`config.mk`:
```
export PLATFORM = sky130hd
export DESIGN_NAME = nativefifo2axis_flat
export DESIGN_NICKNAME = d
export VERILOG_FILES = /design/src/rtl/nativefifo2axis_if.sv /design/src/rtl/nativefifo2axis.sv /design/src/flat_wrapper.sv
export SDC_FILE = /design/constraint.sdc
export NUM_CORES = 1
export LEC_CHECK = 0
export ABC_CLOCK_PERIOD_IN_PS = 1650
export CAP_MARGIN = 20
export CORE_ASPECT_RATIO = 1.4
export CORE_MARGIN = 4
export CORE_UTILIZATION = 49
export CTS_CLUSTER_DIAMETER = 80
export DETAILED_ROUTE_END_ITERATION = 12
export GPL_TIMING_DRIVEN = 0
export PLACE_DENSITY_LB_ADDON = 0.12
export SLEW_MARGIN = 0
export SYNTH_ARGS = -nofsm -noshare
export SYNTH_HDL_FRONTEND = slang
export SYNTH_SLANG_ARGS = --single-unit
```
`constraint.sdc`:
```
create_clock -name clk -period 1.65 [get_ports clk]
set_clock_uncertainty 0.15 [all_clocks]
set_input_delay 0.4125 -clock clk [delete_from_list [all_inputs] [get_ports clk]]
set_output_delay 0.4125 -clock clk [all_outputs]
set_load 0.02 [all_outputs]
```
`src/rtl/nativefifo2axis_if.sv`:
```
// AXI-stream master bundle for the native-FIFO-to-AXIS bridge.
// The tlast member exists only when NATIVEFIFO2AXIS_TLAST_EN is defined.

interface nativefifo2axis_if #(
  parameter int DW = 24
);
  logic [DW-1:0] tdata;
  logic          tvalid;
  logic          tready;
`ifdef NATIVEFIFO2AXIS_TLAST_EN
  logic          tlast;
`endif

  modport master (
    output tdata,
    output tvalid,
`ifdef NATIVEFIFO2AXIS_TLAST_EN
    output tlast,
`endif
    input  tready
  );

  modport slave (
    input  tdata,
    input  tvalid,
`ifdef NATIVEFIFO2AXIS_TLAST_EN
    input  tlast,
`endif
    output tready
  );
endinterface

```
`src/rtl/nativefifo2axis.sv`:
```
// Native FIFO (read latency 1) to AXI-stream bridge with a 3-entry output buffer.
// Optional frame marker m_axis.tlast is built when NATIVEFIFO2AXIS_TLAST_EN is defined.

module nativefifo2axis #(
  parameter int DW        = 24,
  parameter int FRAME_LEN = 256
) (
  input  logic              clk,
  input  logic              rst,
  input  logic [DW-1:0]     fifo_dout,
  input  logic              fifo_empty,
  output logic              fifo_rd,
  nativefifo2axis_if.master m_axis
);

  if (FRAME_LEN < 2) begin : g_bad_frame_len
    $error("nativefifo2axis: FRAME_LEN must be >= 2");
  end

  logic [1:0]    occ_r;
  logic [1:0]    occ_pop_s;
  logic [1:0]    occ_nxt_s;
  logic          inflight_r;
  logic          tvalid_r;
  logic          pop_s;
  logic [2:0]    load_s;
  logic [DW-1:0] buf_r     [3];
  logic [DW-1:0] buf_nxt_s [3];

  // Reads are throttled only by registered state, so tready never reaches fifo_rd
  assign load_s  = {1'b0, occ_r} + {2'b00, inflight_r};
  assign fifo_rd = !rst && !fifo_empty && (load_s < 3'd3);
  assign pop_s   = tvalid_r && m_axis.tready;

  assign m_axis.tdata  = buf_r[0];
  assign m_axis.tvalid = tvalid_r;

  // Next buffer contents: pop the head first, then append the captured word at the new tail
  always_comb begin
    occ_pop_s = occ_r - {1'b0, pop_s};
    buf_nxt_s = buf_r;
    if (pop_s) begin
      buf_nxt_s[0] = buf_r[1];
      buf_nxt_s[1] = buf_r[2];
    end else begin
      buf_nxt_s[0] = buf_r[0];
      buf_nxt_s[1] = buf_r[1];
    end
    if (inflight_r) begin
      occ_nxt_s = occ_pop_s + 2'd1;
      case (occ_pop_s)
        2'd0:    buf_nxt_s[0] = fifo_dout;
        2'd1:    buf_nxt_s[1] = fifo_dout;
        2'd2:    buf_nxt_s[2] = fifo_dout;
        default: ;
      endcase
    end else begin
      occ_nxt_s = occ_pop_s;
    end
  end

  // Buffer, occupancy and in-flight state; a word returning during reset is dropped
  always_ff @(posedge clk) begin
    if (rst) begin
      occ_r      <= 2'd0;
      inflight_r <= 1'b0;
      tvalid_r   <= 1'b0;
      for (int i = 0; i < 3; i++) begin
        buf_r[i] <= '0;
      end
    end else begin
      occ_r      <= occ_nxt_s;
      inflight_r <= fifo_rd;
      tvalid_r   <= (occ_nxt_s != 2'd0);
      buf_r      <= buf_nxt_s;
    end
  end

`ifdef NATIVEFIFO2AXIS_TLAST_EN
  localparam int            CW        = $clog2(FRAME_LEN);
  localparam logic [CW-1:0] LAST_BEAT = CW'(FRAME_LEN - 1);

  logic [CW-1:0] cnt_r;
  logic [CW-1:0] cnt_nxt_s;
  logic          tlast_r;

  assign m_axis.tlast = tlast_r;

  // Beat counter advances on each handshake and wraps after the last beat of a frame
  always_comb begin
    cnt_nxt_s = cnt_r;
    if (pop_s) begin
      if (cnt_r == LAST_BEAT) begin
        cnt_nxt_s = '0;
      end else begin
        cnt_nxt_s = cnt_r + CW'(1);
      end
    end else begin
      cnt_nxt_s = cnt_r;
    end
  end

  // tlast is registered from next-state values so it stays aligned with tdata/tvalid
  always_ff @(posedge clk) begin
    if (rst) begin
      cnt_r   <= '0;
      tlast_r <= 1'b0;
    end else begin
      cnt_r   <= cnt_nxt_s;
      tlast_r <= (occ_nxt_s != 2'd0) && (cnt_nxt_s == LAST_BEAT);
    end
  end
`endif

endmodule
```
`src/flat_wrapper.sv`:
```
// flat-port wrapper written by rule: the top's interface ports become plain ports
module nativefifo2axis_flat 
#(
  parameter int DW        = 24,
  parameter int FRAME_LEN = 256
)
  (clk, rst, fifo_dout, fifo_empty, fifo_rd, m_axis_tdata, m_axis_tvalid, m_axis_tready);
  nativefifo2axis_if #(.DW(DW)) m_axis_i ();
  input  logic clk;
  input  logic rst;
  input  logic [DW-1:0] fifo_dout;
  input  logic fifo_empty;
  output logic fifo_rd;
  output wire logic [$bits(m_axis_i.tdata)-1:0] m_axis_tdata;
  output wire logic [$bits(m_axis_i.tvalid)-1:0] m_axis_tvalid;
  input wire logic [$bits(m_axis_i.tready)-1:0] m_axis_tready;
  assign m_axis_tdata = m_axis_i.tdata;
  assign m_axis_tvalid = m_axis_i.tvalid;
  assign m_axis_i.tready = m_axis_tready;
  nativefifo2axis #(.DW(DW), .FRAME_LEN(FRAME_LEN)) u_core (.clk(clk), .rst(rst), .fifo_dout(fifo_dout), .fifo_empty(fifo_empty), .fifo_rd(fifo_rd), .m_axis(m_axis_i));
endmodule
```
Yosys cells after proc, flatten, opt, wreduce, memory -nomap -nowiden
Cells that the tools add are included.

Register bits after elaboration: 76. Bits in latches: 0. Bits in writable memories: 0. Memory bits (read-only): 0. Bits of input ports: 28. Output and inout bits: 26. Word-level logic and storage cells: 26. Memories: 0.

$add $sub $neg: 3. Multipliers: 0. Div/mod/pow operators: 0. Order comparisons: 1. Equal/unequal tests: 2. Shift-type cells: 0. Muxes and demuxes: 6. Bitwise logic cells: 0. Reductions and logical operators: 8.

Operators by type and width (count): $mux W24 (3); $mux W72 (1); $mux W48 (1); $add A2 B1 Y3 (1); $logic_and A1 B1 Y1 (3); $lt A3 B2 Y1 const B (1); $add A2 B1 Y2 const B (1); $eq A2 B1 Y1 const B (1); $eq A2 B2 Y1 const B (1); $logic_not A1 Y1 (2); $logic_not A2 Y1 (1); $mux W2 (1); $reduce_and A2 Y1 (1); $reduce_bool A2 Y1 (1); $sub A2 B1 Y2 (1).

Depth between registers and ports, before layout
Gate-level depths: netlist (run 1).

Depth in word-level cells: 5. Gate-level depth with buffers: 7. Mapped depth without buffers: 4.

Worst setup path before layout (run 1)
No wires, ideal clock.

Kind: reg2out. Start point: register u_core.inflight_r. End point: output port fifo_rd. Arrival time: 1952 ps. Data required time: 1087 ps. Path slack: -865 ps. Stages on the path, launching flop included: 4. Path buffers: 0. Path through: dfxtp_1 -> ha_1 -> ha_1 -> a2111oi_0.

Cells in the longest elaborated chain, start to end: 3.

Ends and longest elaborated chain: from (decl) (RTL line nativefifo2axis.sv:23) `logic inflight_r;`; from (signal assigned) (RTL line nativefifo2axis.sv:73) `inflight_r <= fifo_rd;`; $add A2 B1 Y3 (RTL line nativefifo2axis.sv:31) `assign load_s = {1'b0, occ_r} + {2'b00, inflight_r};`; $lt A3 B2 Y1 (RTL line nativefifo2axis.sv:32) `assign fifo_rd = !rst && !fifo_empty && (load_s < 3'd3);`; $logic_and A1 B1 Y1 (RTL line nativefifo2axis.sv:32); to (decl) (RTL line flat_wrapper.sv:13) `output logic fifo_rd;`.

Every way passes these cells.

Worst setup path in the final report (run 1)
Same ends and word-level chain as after synthesis.

==> results by group, run 1 <==
Placed design
  – Setup Slack @ Placement: -0.666 ns
  – Area of placed instances: 0.00436 mm2
  – Post-DP HPWL: 6410 um
  – Port buffer count: 51
  – Dpl cells: 553
  – GP Congestion: 0.812

Finish
  – Fraction of layout cells with a size suffix above 1: 44.0%
  – Most frequent cells in the layout: dfxtp_1 (68), nand2_1 (49), a211oi_2 (38)
  – Design area: 0.00543 mm2
  – Fin cells: 599
  – Final net count: 528
  – # diodes: 0
  – Most common cell after layout, fill and taps aside: dfxtp_1
  – Area growth syn-to-layout: 47.9%

Synth
  – Dominant cell type by area after synthesis: dfxtp_1
  – Distinct cells, synth: 32
  – Avg Inst Size Synth: 9.05 um2
  – Yosys reg bits: 76
  – Net count after synthesis: roughly 440
  – Area contributors post-synth: dfxtp_1 (41%), a211oi_2 (6.8%), mux2i_1 (6.8%)
  – Ys Warns: 0
  – Sequential area share after synthesis: 41.5%
  – Mapped Area: between 0.003 and 0.004 mm2
  – Syn Inst Count: just over 400
  – Post-synth top area share: 41.5%

CTS
  – Clock Sinks: 76
  – CTS tree: done
  – Clk_lat worst skew: 0.36 ns
  – Cts hold-fix bufs: 0
  – Max Buffers Root-to-Sink: 2
  – CTS Buf Count: 9
  – H-tree Lvls: 3
  – CTS root buffer: clkbuf_8
  – Clk slew on worst S/H paths: 0.07 ns

Floorplanning
  – Core area: approximately 0.0073 mm2
  – Total Die Area: 0.00895 mm2
  – Num rows: 37
  – Die width: 81.1 um
  – I/O pins: 54
  – Die extent in y: 110 um
  – Starting Density: 50.1%

STA
  – Final Cycle Share: 128%
  – Final setup viols: 67
  – Max Clk Rate: approximately 0.47 GHz
  – RSZ-0062 raised after global routing: true
  – Slew @ Worst Pin: 0.801 ns
  – Fin. max-slew vios: 0
  – PnR worst setup slack: -0.463 ns
  – Tmin final: 2.11 ns
  – Hold Vio Cnt, Final: 0
  – Setup Total Neg Slack: -4.62 ns
  – Max-slew headroom: 46.6%

Power
  – Clk pwr share: 25.3%
  – Switching Share: 32.1%
  – VDD IR-drop max: 0.655 mV
  – Leak pwr: 2.26 nW
  – Sequential power share: 40.1%
  – Power share of the combinational group: ~35%
  – Power per cell area: between 900 and 1000 mW/mm2
  – Internal power: around 0.0035 W
  – Switching pwr: 0.00167 W

Run
  – MaxCap Viol Count: 0

Critical path
  – CP Max Fanout: 2
  – Crit path largest cell delay: approximately 0.36 ns
  – Worst path cell trace: ha_4 > ha_4 > a2111oi_4 > buf_4
  – CP Capture Type: output pin
  – Required @ worst endpoint: approximately 1.1 ns
  – CP startpoint kind: flop
  – CP dominant cell by count: ha_4
  – Crit path kind: reg -> out
  – Critical Path AT: between 1.5 and 2 ns
  – CP max stage cell: dfxtp_4
  – Number of cells on the worst reg-to-reg path: 7
  – Setup crit start: u_core.inflight_r$_SDFF_PP0_
  – R2R Path Start: u_core.occ_r[0]$_SDFF_PP0_

GRT
  – GRT Total Usage: between 20% and 30%
  – Vias in the first global route: roughly 3600
  – Global-route wire length before repair: 17100 um
  – Global route overflow: 0
  – Largest net degree at the start of global routing: 12
  – Initial antenna violation count: 0

Drt
  – Wire per inst: 18.8 um
  – Routed WL: 11300 um
  – First-pass DRT Iterations: 5
  – DRC violations left: 0
  – Initial DRC count: 146
  – Via count: 3429
  – Routed Antenna Nets: 0
  – Routed vias/inst: 5.72

Min path
  – Hold path depth: 2
  – Worst Hold Launch: u_core.buf_r[22]$_SDFFE_PP0P_
  – Hold WC Path Type: reg -> reg

Run status
  – Status: complete, but fails checks
  – Violated checks: negative setup slack
-- registers in the layout, summed over array words and instances, names as in the netlist --
register and flops:
u_core.buf_r 48, u_core.m_axis.tdata 24, u_core.occ_r 2, u_core.inflight_r 1, u_core.m_axis.tvalid 1
-- what timing repair did --
| item | CTS | global route |
|---|---|---|
| setup endpoints to repair | 86 | 92 |
| gates cloned | 8 | 1 |
| resized for setup | 167 | 63 |
| setup buffers | 20 | 6 |
| hold endpoints to repair | 0 | 0 |
| pin swaps | 32 | 24 |
-- kinds of logic (layout without fill, tap and decap cells) --
family	after synthesis	count (layout)	share of synthesized area, %
and+or+nand+nor	111	111	14.3
xor gates and xnor gates	2	2	0.478
DFF	76	76	41.5
muxes	26	26	7.44
AOI/OAI and AO/OA	101	101	22.7
buffers and inverters	87	184	12.9
adders and majority gates	2	2	0.682
-- per-layer routing --
layer,global-route usage [%],wire length [um]
met1,26.0,4200
met2,46.8,6200
met3,5.69,536
met4,15.0,331
met5,0,0
-- cells in the mapped netlist --
cell and count:
a2111oi_0 2, a211oi_1 28, a211oi_2 20, a21bo_2 1, a21oi_1 24, a221oi_1 25
and2_1 1, and2_4 1, and3_1 24, and4_1 1, buf_1 1, buf_2 18
buf_4 25, buf_6 4, clkbuf_1 15, dfxtp_1 76, ha_1 2, inv_1 24
mux2i_1 25, mux2i_4 1, nand2_1 49, nand2_8 1, nand2b_1 2, nand3_1 1
nand3b_1 1, nand4_1 1, nand4b_1 1, nor2_1 27, o21ai_0 1, or2_2 1
xnor2_1 1, xor2_1 1
-- cell type report --
cell class	count	area [um2]
repair buffers	85	938
plain buffers	60	510
well taps	97	121
clock buffers	13	159
multi-input cells	242	2060
flip-flops and latches	76	1540
clock inverters	2	10.0
inverters	24	90.1
fillers	545	1890
-- power groups by stage --
stage                     clock [W]  sequential [W]  combinational (W)
after floorplan                   0         0.00209           0.000825
after global placement            0         0.00211            0.00121
after detailed placement          0         0.00211            0.00123
after CTS                   0.00129         0.00207            0.00170
after global routing        0.00138         0.00209            0.00191
final                       0.00131         0.00208            0.00180
-- critical path: cells and delay by family, from the launching register on --
family,cells,cell delay (ns)
AOI/OAI and AO/OA,1,0.27
buffers and inverters,1,0.19
adders and majority gates,2,0.38
DFF,1,0.36
-- path summary, 6_finish.rpt --
path | end | slack, ns
setup / recovery | fifo_rd | -0.46
hold / removal | u_core.buf_r[22]$_SDFFE_PP0P_ | 0.30
setup reg to reg | u_core.m_axis.tdata[0]$_SDFF_PP0_ | -0.20
hold reg to reg | u_core.buf_r[22]$_SDFFE_PP0P_ | 0.30
-- metrics by stage --
stage	util, %	hold WS, ns	power [W]
after detailed placement	59.5	0.293	0.00334
final	74.2	0.300	0.00518
after CTS	72.0	0.302	0.00506
after global routing	74.2	0.316	0.00538
after floorplan	-	0.282	0.00292
after global placement	59.5	0.287	0.00332
(Power assumes the default switching activity.)
==> inputs of run 2 (changes only) <==
--- a/config.mk
+++ b/config.mk
@@ -9,7 +9,8 @@
 export CAP_MARGIN = 20
 export CORE_ASPECT_RATIO = 1.4
 export CORE_MARGIN = 4
-export CORE_UTILIZATION = 49
+export CORE_UTILIZATION = 51
+export CTS_BUF_LIST = sky130_fd_sc_hd__clkbuf_8
 export CTS_CLUSTER_DIAMETER = 80
 export DETAILED_ROUTE_END_ITERATION = 12
 export GPL_TIMING_DRIVEN = 0
==> run 2 against run 1 <==
The flow still finishes with violations (negative setup slack). Register-to-register slack improved by 0.14 ns. Setup slack improved by 0.011 ns. First-iteration DRC count increased by 27%. Combinational power decreased by 11%. Via count decreased by 2.4%. Die area decreased by 3.6%. Clock power increased by 20%. Critical path depth unchanged. Final area decreased by 4.2%. Final cell count decreased by 2.2%. Wire length decreased by 7.6%. Critical endpoint unchanged. Non-clock buffer count decreased by 11.
==> results by group, run 2 (synthesized netlist as in run 1, its figures left out) <==
Run status
  – Status: complete, but fails checks
  – Violated checks: negative setup slack

Floorplanning
  – Die width: 79.7 um (-1.8%)
  – Num rows: 36 (-2.7%)
  – Total Die Area: 0.00863 mm2 (-3.6%)
  – Starting Density: 52.5% (+2.4 points)
  – Die extent in y: 108 um (-1.8%)
  – I/O pins: 54 (unchanged)
  – Core area: 0.00698 mm2 (-4.6%)

Power
  – Final total power: 0.00525 W (+1.3%)
  – Internal power: 0.00364 W (+3.5%)
  – Switching pwr: 0.00161 W (-3.5%)
  – Clk pwr share: 29.9% (+4.6 points)
  – Sequential power share: 39.6% (-0.5 points)
  – Power share of the combinational group: 30.5% (-4.1 points)
  – Power per cell area: 1010 mW/mm2 (+5.7%)
  – Leak pwr: 2.19 nW (-2.9%)
  – VDD IR-drop max: 0.836 mV (+28%)
  – Switching Share: 30.6% (-1.5 points)

STA
  – PnR worst setup slack: -0.452 ns (+0.0110 ns)
  – Fin. max-slew vios: 0 (unchanged)
  – Final setup viols: 28 (-58%)
  – Max-slew headroom: 50.3% (+3.7 points)
  – Hold Vio Cnt, Final: 0 (unchanged)
  – RSZ-0062 raised after global routing: true
  – Tmin final: 2.10 ns (-0.0110 ns)
  – Max Clk Rate: 0.476 GHz (+0.52%)
  – Slew @ Worst Pin: 0.746 ns (-0.0549 ns)
  – Final Cycle Share: 127% (-0.67 points)

Drt
  – Routed vias/inst: 5.71 (-0.26%)
  – DRC violations left: 0 (unchanged)
  – Initial DRC count: 186 (+27%)
  – Routed WL: 10400 um (-7.6%)
  – Via count: 3346 (-2.4%)
  – Routed Antenna Nets: 0 (unchanged)
  – First-pass DRT Iterations: 5 (unchanged)
  – Wire per inst: 17.8 um (-5.6%)

CTS
  – CTS Buf Count: 9 (unchanged)
  – H-tree Lvls: 3 (unchanged)
  – Clk slew on worst S/H paths: 0.07 ns (about the same)
  – Clock Sinks: 76 (unchanged)
  – CTS root buffer: clkbuf_8
  – Max Buffers Root-to-Sink: 2 (unchanged)
  – Clk_lat worst skew: 0.36 ns (about the same)
  – CTS tree: done
  – Cts hold-fix bufs: 0 (unchanged)

Min path
  – Hold WC Path Type: reg -> reg

Finish
  – Largest register by flop count: u_core.buf_r
  – Final net count: 517 (-2.1%)
  – Most frequent cells in the layout: dfxtp_1 (68), nand2_1 (49), buf_4 (42)
  – # diodes: 0 (unchanged)
  – Area growth syn-to-layout: 41.7%
  – Fraction of layout cells with a size suffix above 1: 39.9% (-4.1 points)
  – Max reg flops: 48 (unchanged)
  – Final Util: 74.4% (+0.27 points)
  – Most common cell after layout, fill and taps aside: dfxtp_1

GRT
  – GRT Total Usage: 23.8% (-1.7 points)
  – Global route overflow: 0 (unchanged)
  – Initial antenna violation count: 0 (unchanged)
  – Vias in the first global route: 3247 (-9.3%)
  – Largest net degree at the start of global routing: 13 (+1)
  – Global-route wire length before repair: 15700 um (-8.4%)

Placed design
  – Port buffer count: 51 (unchanged)
  – Post-DP HPWL: 6220 um (-2.9%)
  – GP Congestion: 0.825 (+1.6%)
  – Setup Slack @ Placement: -0.674 ns (-0.00723 ns)

Critical path
  – CP dominant cell by count: ha_4
  – Crit path largest cell delay: 0.36 ns (about the same)
  – CP Max Fanout: 2 (unchanged)
  – CP startpoint kind: flop
  – Crit path kind: reg -> out
  – Required @ worst endpoint: 1.09 ns (about the same)
  – Worst path bufs/invs: 1 (unchanged)
  – CP delay by family, top: adder cells
  – CP Capture Type: output pin
  – CP max stage cell: dfxtp_4
  – Worst path cell trace: ha_4 > ha_4 > a2111oi_4 > buf_4
  – Critical Path AT: 1.54 ns (about the same)

Run
  – MaxCap Viol Count: 0 (unchanged)
## run 2: cell types whose count changed in the layout (fill, tap and decap cells not counted), sizes merged
cell,delta
bufinv,+2
inv,+1
buf,-10
clkdlybuf4s15,-2
clkbuf,-2
## run 2: per-stage QoR
step           cells  setup TNS, ns  area (um2)  hold WS (ns)
3_5_place_dp     551          -9.93        4350         0.292
6_report         586          -1.00        5200         0.301
4_1_cts          581         -0.715        5060         0.303
3_3_place_gp     551          -8.62        4350         0.287
5_1_grt          586          -3.58        5200         0.317
2_1_floorplan    405        -0.0453        3720         0.282
## run 2: cell type report
class / instances / area, um2
fillers: 502 / 1780
clock inverters: 5 / 77.6
multi-input cells: 242 / 2040
repair buffers: 75 / 712
flip-flops and latches: 76 / 1540
plain buffers: 59 / 480
inverters: 24 / 90.1
well taps: 95 / 119
clock buffers: 10 / 138
## run 2: repair_timing
| action | CTS | global route |
|---|---|---|
| setup endpoints to repair | 87 | 90 |
| resized for setup | 143 | 52 |
| buffers inserted | 15 | 6 |
| cloned | 2 | 2 |
| pin swaps | 11 | 12 |
## run 2: path summary, 6_finish.rpt
kind / startpoint / to / depth (start not counted) / slack, ns
min reg2reg: u_core.buf_r[22]$_SDFFE_PP0P_ / u_core.buf_r[22]$_SDFFE_PP0P_ / 2 / 0.30
max: u_core.inflight_r$_SDFF_PP0_ / fifo_rd / 4 / -0.45
max reg2reg: u_core.occ_r[0]$_SDFF_PP0_ / u_core.m_axis.tdata[0]$_SDFF_PP0_ / 7 / -0.06
min: u_core.buf_r[22]$_SDFFE_PP0P_ / u_core.buf_r[22]$_SDFFE_PP0P_ / 2 / 0.30
## run 2: worst register-to-register path, stage by stage (launching register included)
cell and delay, ns:
dfxtp_4 0.36, buf_4 0.15, nand3b_1 0.18, nand4b_1 0.21, buf_6 0.20, buf_4 0.14, nor2_1 0.11, a211oi_1 0.06
## run 2: routing by layer
metal / global-route usage, % / wire length [um]
met1: 25.7 / 3960
met3: 4.92 / 521
met4: 10.8 / 246
met5: 0 / 0
met2: 43.7 / 5680
## run 2: power by group through the flow
stage | combinational (W) | clock [W] | sequential, W
2_1_floorplan | 0.000825 | 0 | 0.00209
3_3_place_gp | 0.00120 | 0 | 0.00211
3_5_place_dp | 0.00123 | 0 | 0.00211
4_1_cts | 0.00148 | 0.00158 | 0.00207
5_1_grt | 0.00169 | 0.00166 | 0.00209
6_report | 0.00160 | 0.00157 | 0.00208
==> inputs of run 3 (changes only) <==
--- a/config.mk
+++ b/config.mk
@@ -5,11 +5,13 @@
 export SDC_FILE = /design/constraint.sdc
 export NUM_CORES = 1
 export LEC_CHECK = 0
-export ABC_CLOCK_PERIOD_IN_PS = 1650
+export ABC_CLOCK_PERIOD_IN_PS = 2300
 export CAP_MARGIN = 20
+export CELL_PAD_IN_SITES_DETAIL_PLACEMENT = 2
+export CELL_PAD_IN_SITES_GLOBAL_PLACEMENT = 2
 export CORE_ASPECT_RATIO = 1.4
 export CORE_MARGIN = 4
-export CORE_UTILIZATION = 51
+export CORE_UTILIZATION = 34
 export CTS_BUF_LIST = sky130_fd_sc_hd__clkbuf_8
 export CTS_CLUSTER_DIAMETER = 80
 export DETAILED_ROUTE_END_ITERATION = 12
==> constraint.sdc (replaced) <==
create_clock -name clk -period 2.3 [get_ports clk]
set_clock_uncertainty 0.15 [all_clocks]
set_input_delay 0.575 -clock clk [delete_from_list [all_inputs] [get_ports clk]]
set_output_delay 0.575 -clock clk [all_outputs]
set_load 0.02 [all_outputs]
==> run 3 against run 2 <==
The flow now finishes without violations. Setup slack improved by 0.46 ns. Sequential share of layout area grew 3.6 points. Utilization down 30 points. Final cell count grew 4.3%. Highest routed layer unchanged.
==> results by group, run 3 (synthesized netlist as in run 1, its figures left out) <==
Critical path
  – FF-to-FF setup slack: 0.35 ns (+0.41 ns)
  – CP max stage cell: dfxtp_4
  – CP Max Fanout: 2 (unchanged)
  – Crit path kind: reg -> out
  – Critical Path AT: 1.56 ns (+0.02 ns)
  – Crit path largest cell delay: 0.36 ns (about the same)
  – Required @ worst endpoint: 1.57 ns (+0.48 ns)
  – CP startpoint kind: flop
  – CP dominant cell by count: ha_4
  – CP Capture Type: output pin
  – Worst path bufs/invs: 1 (unchanged)
  – Worst path cell trace: ha_4 > ha_4 > a2111oi_4 > buf_4
  – CP delay by family, top: adder cells

Power
  – Sequential power share: 42.7% (+3.1 points)
  – Leak pwr: 1.91 nW (-13%)
  – Switching pwr: 0.00107 W (-33%)
  – Power per cell area: 751 mW/mm2 (-26%)
  – Power share of the combinational group: 26.6% (-3.9 points)
  – Internal power: 0.00239 W (-34%)
  – Clk pwr share: 30.7% (+0.8 points)
  – Switching Share: 30.9% (+0.29 points)
  – VDD IR-drop max: 0.308 mV (-63%)

STA
  – Final setup viols: 0 (-100%)
  – PnR worst setup slack: 0.0116 ns (+0.464 ns)
  – Max-slew headroom: 44.5% (-5.7 points)
  – Final Cycle Share: 99.5%
  – Tmin final: 2.29 ns
  – Max Clk Rate: approximately 0.44 GHz
  – Hold Vio Cnt, Final: 0 (unchanged)
  – Setup Total Neg Slack: 0 ns (+1.00 ns)
  – Fin Hold WS: 0.304 ns (+0.00292 ns)
  – RSZ-0062 raised after global routing: true
  – Fin. max-slew vios: 0 (unchanged)
  – Slew @ Worst Pin: 0.832 ns (+0.0860 ns)

Placed design
  – Post-DP HPWL: 8280 um (+33%)
  – Setup Slack @ Placement: -0.506 ns (+0.168 ns)
  – GP Congestion: 0.734 (-11%)
  – Port buffer count: 51 (unchanged)
  – Area of placed instances: 0.00436 mm2 (about the same)

CTS
  – Cts hold-fix bufs: 0 (unchanged)
  – CTS root buffer: clkbuf_8
  – Clk_lat worst skew: 0.35 ns (about the same)
  – CTS tree: done
  – CTS Buf Count: 9 (unchanged)
  – H-tree Lvls: 3 (unchanged)
  – Max Buffers Root-to-Sink: 2 (unchanged)
  – Clock Sinks: 76 (unchanged)
  – Clk slew on worst S/H paths: 0.08 ns (about the same)

GRT
  – Initial antenna violation count: 0 (unchanged)
  – GRT Total Usage: 19.5% (-4.3 points)
  – Global route overflow: 0 (unchanged)
  – Global-route wire length before repair: 18400 um (+17%)
  – Vias in the first global route: 3473 (+7.0%)
  – Largest net degree at the start of global routing: 15 (+2)

Run
  – MaxCap Viol Count: 0 (unchanged)

Finish
  – Final net count: 498 (-3.7%)
  – Area growth syn-to-layout: 25.8%
  – Max reg flops: 48 (unchanged)
  – Design area: 0.00461 mm2 (-11%)
  – Most common cell after layout, fill and taps aside: dfxtp_1
  – Fraction of layout cells with a size suffix above 1: 20.1% (-20 points)
  – Fill cells: 1168 (+130%)
  – Largest register by flop count: u_core.buf_r
  – Most frequent cells in the layout: dfxtp_1 (74), clkdlybuf4s50_1 (50), nand2_1 (49)
  – # diodes: 0 (unchanged)

Drt
  – Routed vias/inst: 5.18 (-9.3%)
  – Routed Antenna Nets: 0 (unchanged)
  – First-pass DRT Iterations: 4 (-1)
  – Initial DRC count: 59 (-68%)
  – Via count: 3166 (-5.4%)
  – Wire per inst: 18.8 um (+5.7%)
  – Routed WL: 11500 um (+10%)
  – DRC violations left: 0 (unchanged)

Floorplanning
  – Core area: 0.0105 mm2 (+50%)
  – Die extent in y: 131 um (+21%)
  – Num rows: 44 (+22%)
  – Total Die Area: 0.0125 mm2 (+45%)
  – Die width: 95.8 um (+20%)
  – Starting Density: 35.1% (-17 points)
  – I/O pins: 54 (unchanged)

Run status
  – Status: finished clean

Min path
  – Hold WC Path Type: reg -> reg
-- run 3: cell type report --
class                           instances  area (um2)  area share [%]
Buffer                                 62         379            8.22
Clock buffer                           11         151            3.28
Sequential cell                        76        1530            33.1
Clock inverter                          5        51.3            1.11
Multi-Input combinational cell        242        1720            37.2
Timing Repair Buffer                   53         523            11.3
Inverter                               24        90.1            1.95
Tap cell                              138         173            3.74
-- run 3: what timing repair did --
item                                    4_1_cts  5_1_grt
resized for setup                            14        0
endpoints found under the setup margin        1        1
pin swaps                                     1        0
buffers inserted                              2        0
gates cloned                                  0        0
-- run 3: worst min-delay path, delay by kind of cell (launching register included) --
family	cells	cell delay, ns
AOI/OAI and AO/OA	1	0.05
DFF	1	0.31
and+or+nand+nor	1	0.05
-- run 3: power by group through the flow --
stage	registers (W)	logic (W)	clock network (W)
final	0.00148	0.000921	0.00106
after global routing	0.00150	0.00100	0.00116
after CTS	0.00148	0.000938	0.00108
after detailed placement	0.00151	0.000908	0
after global placement	0.00151	0.000880	0
after floorplan	0.00150	0.000578	0
-- run 3: final timing paths --
check                                                    from                            endpoint  depth (start not counted)
worst max-delay path               u_core.occ_r[0]$_SDFF_PP0_                             fifo_rd                          4
worst min-delay path            u_core.buf_r[14]$_SDFFE_PP0P_       u_core.buf_r[14]$_SDFFE_PP0P_                          2
worst max register to register     u_core.occ_r[0]$_SDFF_PP0_  u_core.m_axis.tdata[13]$_SDFF_PP0_                          6
worst min register to register  u_core.buf_r[14]$_SDFFE_PP0P_       u_core.buf_r[14]$_SDFFE_PP0P_                          2
-- run 3: per-layer routing --
| metal | vias up | GRT usage [%] | part of all wire (%) | wire (um) |
|---|---|---|---|---|
| li1 | 1530 | - | - | - |
| met1 | 1583 | 22.2 | 41 | 4730 |
| met2 | 43 | 36.6 | 55 | 6250 |
| met3 | 10 | 3.26 | 3.0 | 340 |
| met4 | 0 | 5.78 | 1.2 | 142 |
| met5 | - | 0 | 0 | 0 |
-- run 3: per-stage QoR --
stage	util, %	std cells	total power (W)
final	44.1	611	0.00347
after global routing	44.1	611	0.00365
after CTS	44.1	611	0.00350
after detailed placement	41.7	594	0.00242
after global placement	41.7	594	0.00239
after floorplan	-	405	0.00207
